`src/rtl/modred_iter_pkg.sv`:
```
// Shared constants and FSM state encoding for the folded word-level Montgomery reducer.
// Parameter defaults match the unrolled reducer that this block replaces.
package modred_iter_pkg;

  localparam int DATA_SIZE_ARB = 64;
  localparam int W_SIZE        = 16;

  typedef enum logic [2:0] {
    IDLE,
    MUL,
    ADD,
    CORR,
    DONE
  } state_e;

endpackage

```
`src/rtl/modred_iter_step.sv`:
```
// One Montgomery word step, reused on every iteration: a MUL phase registers qH*(-TL mod 2^W),
// then an ADD phase folds it back into the running value, which shrinks by one word per step.
module modred_iter_step #(
  parameter int K = 64,
  parameter int W = 16
) (
  input  logic             clk,
  input  logic             rst,
  input  logic             load_i,
  input  logic [2*K-1:0]   t_i,
  input  logic [K-W-1:0]   qh_i,
  input  logic             mul_i,
  input  logic             add_i,
  output logic [2*K:0]     treg_o
);

  localparam int TW = 2*K + 1;

  logic [TW-1:0]   treg_q;
  (* use_dsp = "yes" *) logic [K-1:0] mult_q;
  logic [TW-W-1:0] t2h_q;
  logic            carry_q;

  logic [W-1:0]    tl;
  logic [W-1:0]    t2;

  assign tl = treg_q[W-1:0];
  // The bottom word is cancelled exactly: TL + T2 is 0 or 2^W, and CARRY restores that 2^W after the shift.
  assign t2 = -tl;

  // NOTE: every register here is written with <= so all of them see pre-edge values of each other.
  always_ff @(posedge clk or posedge rst) begin
    if (rst) begin
      treg_q  <= '0;
      mult_q  <= '0;
      t2h_q   <= '0;
      carry_q <= 1'b0;
    end else begin
      if (load_i) begin
        treg_q <= {1'b0, t_i};
      end else if (add_i) begin
        treg_q <= TW'(mult_q) + TW'(t2h_q) + TW'(carry_q);
      end
      if (mul_i) begin
        mult_q  <= {{W{1'b0}}, qh_i} * {{(K-W){1'b0}}, t2};
        t2h_q   <= treg_q[TW-1:W];
        carry_q <= (tl != '0);
      end
    end
  end

  assign treg_o = treg_q;

endmodule

```
`src/rtl/modred_iter.sv`:
```
// Folded Montgomery reducer: C = T * 2^(-W*ITER) mod q, q = qH*2^W + 1, with valid/ready on both sides.
// The parent owns the FSM, step counter, qH capture and final conditional subtraction.
module modred_iter #(
  parameter int DATA_SIZE = modred_iter_pkg::DATA_SIZE_ARB,
  parameter int W_SIZE    = modred_iter_pkg::W_SIZE
) (
  input  logic                        clk,
  input  logic                        reset,
  input  logic [DATA_SIZE-W_SIZE-1:0] qH,
  input  logic                        in_valid,
  output logic                        in_ready,
  input  logic [2*DATA_SIZE-1:0]      T,
  output logic                        out_valid,
  input  logic                        out_ready,
  output logic [DATA_SIZE-1:0]        C
);

  import modred_iter_pkg::state_e;
  import modred_iter_pkg::IDLE;
  import modred_iter_pkg::MUL;
  import modred_iter_pkg::ADD;
  import modred_iter_pkg::CORR;
  import modred_iter_pkg::DONE;

  localparam int K    = DATA_SIZE;
  localparam int W    = W_SIZE;
  localparam int ITER = DATA_SIZE / W_SIZE;
  localparam int CW   = (ITER > 1) ? $clog2(ITER) : 1;
  localparam int TW   = 2*K + 1;

  state_e        state_q, state_d;
  logic [CW-1:0] cnt_q, cnt_d;
  logic [K-W-1:0] qh_q;
  logic [K-1:0]  c_q, c_d;
  logic          out_valid_q;

  logic          accept;
  logic          last_step;
  logic [TW-1:0] treg;
  logic [TW-1:0] q_ext;
  logic          treg_ge_q;

  assign in_ready  = (state_q == IDLE);
  assign accept    = in_valid & in_ready;
  assign last_step = (cnt_q == CW'(ITER - 1));

  modred_iter_step #(
    .K (K),
    .W (W)
  ) u_step (
    .clk    (clk),
    .rst    (reset),
    .load_i (accept),
    .t_i    (T),
    .qh_i   (qh_q),
    .mul_i  (state_q == MUL),
    .add_i  (state_q == ADD),
    .treg_o (treg)
  );

  // q is odd by construction, so its low word is always 1.
  assign q_ext     = TW'({qh_q, {(W-1){1'b0}}, 1'b1});
  assign treg_ge_q = (treg >= q_ext);

  // NOTE: each always_comb output gets a default first so no path can leave it unassigned (no latches).
  always_comb begin
    state_d = state_q;
    cnt_d   = cnt_q;
    c_d     = c_q;
    case (state_q)
      IDLE: begin
        if (accept) begin
          state_d = MUL;
          cnt_d   = '0;
        end
      end
      MUL:  state_d = ADD;
      ADD: begin
        if (last_step) begin
          state_d = CORR;
        end else begin
          state_d = MUL;
          cnt_d   = cnt_q + CW'(1);
        end
      end
      CORR: begin
        state_d = DONE;
        c_d     = treg_ge_q ? K'(treg - q_ext) : K'(treg);
      end
      DONE: begin
        if (out_ready) state_d = IDLE;
      end
      default: state_d = IDLE;
    endcase
  end

  always_ff @(posedge clk or posedge reset) begin
    if (reset) begin
      state_q     <= IDLE;
      cnt_q       <= '0;
      qh_q        <= '0;
      c_q         <= '0;
      out_valid_q <= 1'b0;
    end else begin
      state_q     <= state_d;
      cnt_q       <= cnt_d;
      c_q         <= c_d;
      out_valid_q <= (state_d == DONE);
      if (accept) qh_q <= qH;
    end
  end

  assign C         = c_q;
  assign out_valid = out_valid_q;

endmodule
```
`config.mk`:
```
export PLATFORM = sky130hd
export DESIGN_NAME = modred_iter
export DESIGN_NICKNAME = d
export VERILOG_FILES = /design/src/rtl/modred_iter_pkg.sv /design/src/rtl/modred_iter_step.sv /design/src/rtl/modred_iter.sv
export SDC_FILE = /design/constraint.sdc
export NUM_CORES = 2
export LEC_CHECK = 0
export CORE_UTILIZATION = 38
export CTS_BUF_LIST = sky130_fd_sc_hd__clkbuf_4
export CTS_CLUSTER_DIAMETER = 100
export CTS_CLUSTER_SIZE = 25
export DETAILED_ROUTE_END_ITERATION = 6
export GPL_ROUTABILITY_DRIVEN = 0
export PLACE_DENSITY = 0.59
export SYNTH_ARGS = -nofsm -noshare
export SYNTH_HDL_FRONTEND = slang
export SYNTH_HIERARCHICAL = 1
export SYNTH_SLANG_ARGS = --single-unit
export TNS_END_PERCENT = 20
```
`constraint.sdc`:
```
create_clock -name clk -period 26.4 [get_ports clk]
set_input_delay 2.64 -clock clk [delete_from_list [all_inputs] [get_ports clk]]
set_output_delay 2.64 -clock clk [all_outputs]
set_load 0.05 [all_outputs]
```
==> results.txt <==
status: complete, no violations
Unique masters post-synth: 105
Avg Cell Area, Syn: 8.788 sq um
I/O pins: 246
commonest non-fill, non-tap cell in the layout: nand2_1
Die Area: 0.1325 sq mm
yosys warns: 6
detailed-route wire length: 167.2 mm
met2 wire length: 72.75 mm
CTS root buffer: clkbuf_4
Residual DRC: 0
CTS tree: yes
CTS resizes: 0
die height: 364.0 um
Tightest Pin Transition: 1.071 ns
first-pass GRT wire length: 257.8 mm
EDFF count, synth: 0
DR WL met3: 15.10 mm
highest-count cells in the layout ignoring fill and taps: nand2_1 (954), inv_1 (869), fa_1 (644)
reg-to-reg slack, setup: 16.78 ns
main flop type after synthesis: dfrtp_1
GRT Util Overall: 25.44%
Worst Hold Class: register to register
Initial Util: 38.35%
cell row count: 132
Top Metal Used: met5
Critical Path AT: 10.59 ns
source of the worst hold timing path: C[23]
Async SR Flop Fraction: 100.0%
Area growth syn-to-layout: 8.550%
H-Tree Depth: 1
post-synthesis sequential area ratio: 21.26%
Reg clk slew, reported paths: 0.27 ns
Startpoint Class: register
nets: 6,752
Routed met1 length: 74.87 mm
Setup Viol. Count Final: 0
grt total ovfl: 0
setup TNS: 0 ns
largest net degree at the start of global routing: 167
die width: 364.0 um
Clock Latency Late Sink: 1.08 ns
initial antenna violation count: 22
min cycle time layout: 9.622 ns
via count: 40,670
clock sinks: 423
Hold Buf Count CTS: 0
placed cells: 7,391
R2R cell count: 26
total setup buffers inserted after CTS: 0
routed length per instance: 22.48 um
Max Root-Sink Buffers: 3
Mapped Cells: 5,665
vias in the first global route: 41,200
Final HPWL DP: 127.2 mm
final worst-path cycle share: 36.45%
share of layout cells above drive strength 1: 5.851%
sink of the worst hold path: C[23]
Syn Nets: 6,740
Post-DRT Antenna Nets: 0
FF+latch count, synth: 423
area of the mapped netlist: 0.04978 sq mm
Crit Path Max Fanout: 48
pre-CTS WS: 16.94 ns
Reg2Reg Launch Point: u_step/treg_o[3]
CP Data Required Time: 27.37 ns
critical path class: register to register
Core Region: 0.1298 sq mm
Slew headroom: 28.44%
worst reg2reg path endpoint: u_step/mult_q[56]
Fmax achieved: 103.9 MHz
critical path endpoint category: register
First-pass DRT Iterations: 6
PortBufs: 245
RSZ-0062 raised after global routing: false
Slew Limit Fails: 0
total CTS buffers: 26
hold_ws: 0.5122 ns
Max Cap Viol: 0
DR iter-0 viols: 3,651
post-route setup slack: 16.78 ns
Fin Clk Skew: 0.1408 ns
hold depth: 2
Layout Cells excl Fill: 7,437
Hold Vio Cnt, Final: 0
Crit. Startpoint: u_step/treg_o[3]
via-per-instance ratio: 5.469
-- cell type report --
cell class	instances	area, sq um
Antenna cell	4	10.01
Clock buffer	28	210.2
Clock inverter	14	211.5
Fill cell	13080	75770
Inverter	874	3297
Multi-Input combinational cell	4069	34770
Sequential cell	423	10590
Tap cell	1742	2180
Timing Repair Buffer	283	2775
-- synth_stat cells (10+ instances only) --
| cell type | count | area (sq um) |
|---|---|---|
| a211o_1 | 10 | 87.58 |
| a21boi_0 | 12 | 90.09 |
| a21o_1 | 86 | 645.6 |
| a21oi_1 | 295 | 1476 |
| a2bb2oi_1 | 15 | 131.4 |
| a31oi_1 | 28 | 175.2 |
| and2_1 | 220 | 1376 |
| and3_1 | 89 | 556.8 |
| buf_1 | 12 | 45.04 |
| buf_2 | 11 | 55.05 |
| clkbuf_1 | 260 | 975.9 |
| dfrtp_1 | 423 | 10590 |
| fa_1 | 644 | 12890 |
| ha_1 | 251 | 3141 |
| inv_1 | 873 | 3277 |
| mux2_2 | 161 | 1813 |
| mux2i_1 | 71 | 710.7 |
| nand2_1 | 955 | 3585 |
| nand3_1 | 87 | 435.4 |
| nand4_1 | 55 | 344.1 |
| nor2_1 | 163 | 611.8 |
| nor2b_1 | 18 | 112.6 |
| nor3_1 | 45 | 225.2 |
| nor4_1 | 38 | 237.7 |
| o2111ai_1 | 11 | 96.34 |
| o211ai_1 | 17 | 127.6 |
| o21a_1 | 20 | 150.1 |
| o21ai_0 | 238 | 1191 |
| o21ai_1 | 86 | 430.4 |
| o21bai_1 | 34 | 255.2 |
| o31ai_1 | 14 | 105.1 |
| or3_1 | 23 | 143.9 |
| xnor2_1 | 129 | 1130 |
| xor2_1 | 84 | 735.7 |
-- stage by stage --
stage | cell area [sq um] | utilization, %
after floorplan | 49780 | -
after global placement | 53610 | 41.30
final | 54040 | 41.63
after global routing | 54040 | 41.63
after CTS | 54030 | 41.62
after detailed placement | 53610 | 41.30
-- worst max-delay path: stages, from the launching register on --
cell and delay, ns:
dfrtp_1 0.56, nor3_1 0.32, nand3b_1 0.29, or3_1 0.48, nor4_1 0.38, xnor2_2 0.16
buf_4 0.48, and2_1 0.24, fa_1 0.45, fa_1 0.52, fa_1 0.52, fa_1 0.52
fa_1 0.55, inv_1 0.06, fa_1 0.56, inv_1 0.05, ha_1 0.41, a21o_1 0.23
a2111oi_0 0.61, a21oi_1 0.22, a221oi_2 0.49, o221a_2 0.35, o21ai_0 0.16, nor2_1 0.26
o21ai_0 0.17, xnor2_1 0.15, mux2_2 0.26
-- registers in the layout, indices dropped and copies added (netlist names) --
signal          cells
C                  64
cnt_q               2
out_valid           1
qh_q               48
state_q             3
u_step/carry_q      1
u_step/mult_q      64
u_step/t2h_q      112
u_step/treg_o     128
-- worst max-delay path by stage --
| stage | slack [ns] | endpoint | cells after the start |
|---|---|---|---|
| after CTS | 16.86 | u_step/mult_q[60] | 26 |
| final | 16.78 | u_step/mult_q[56] | 26 |
| after detailed placement | 16.94 | u_step/mult_q[56] | 26 |
| after global routing | 16.33 | u_step/mult_q[56] | 26 |
| after global placement | 17.14 | u_step/mult_q[56] | 26 |
| after floorplan | 15.33 | u_step/carry_q | 1 |
-- layer usage --
layer | up-vias | track usage (%)
met3 | 215 | 5.942
li1 | 18210 | -
met2 | 1576 | 38.30
met5 | - | 0
met1 | 20640 | 36.89
met4 | 34 | 5.651
-- cells by family after synthesis --
kind of cell	synth area share, %
AND/OR/NAND/NOR	16.62
buffers and inverters	9.193
AO/OA/AOI/OAI	11.90
adder cells (fa/ha/maj)	32.20
flip-flops	21.26
multiplexers	5.069
XOR/XNOR	3.747
other	0.007533
Power is not shown: default switching activity piles up to over one toggle a cycle in this logic, so the estimate is an artifact.
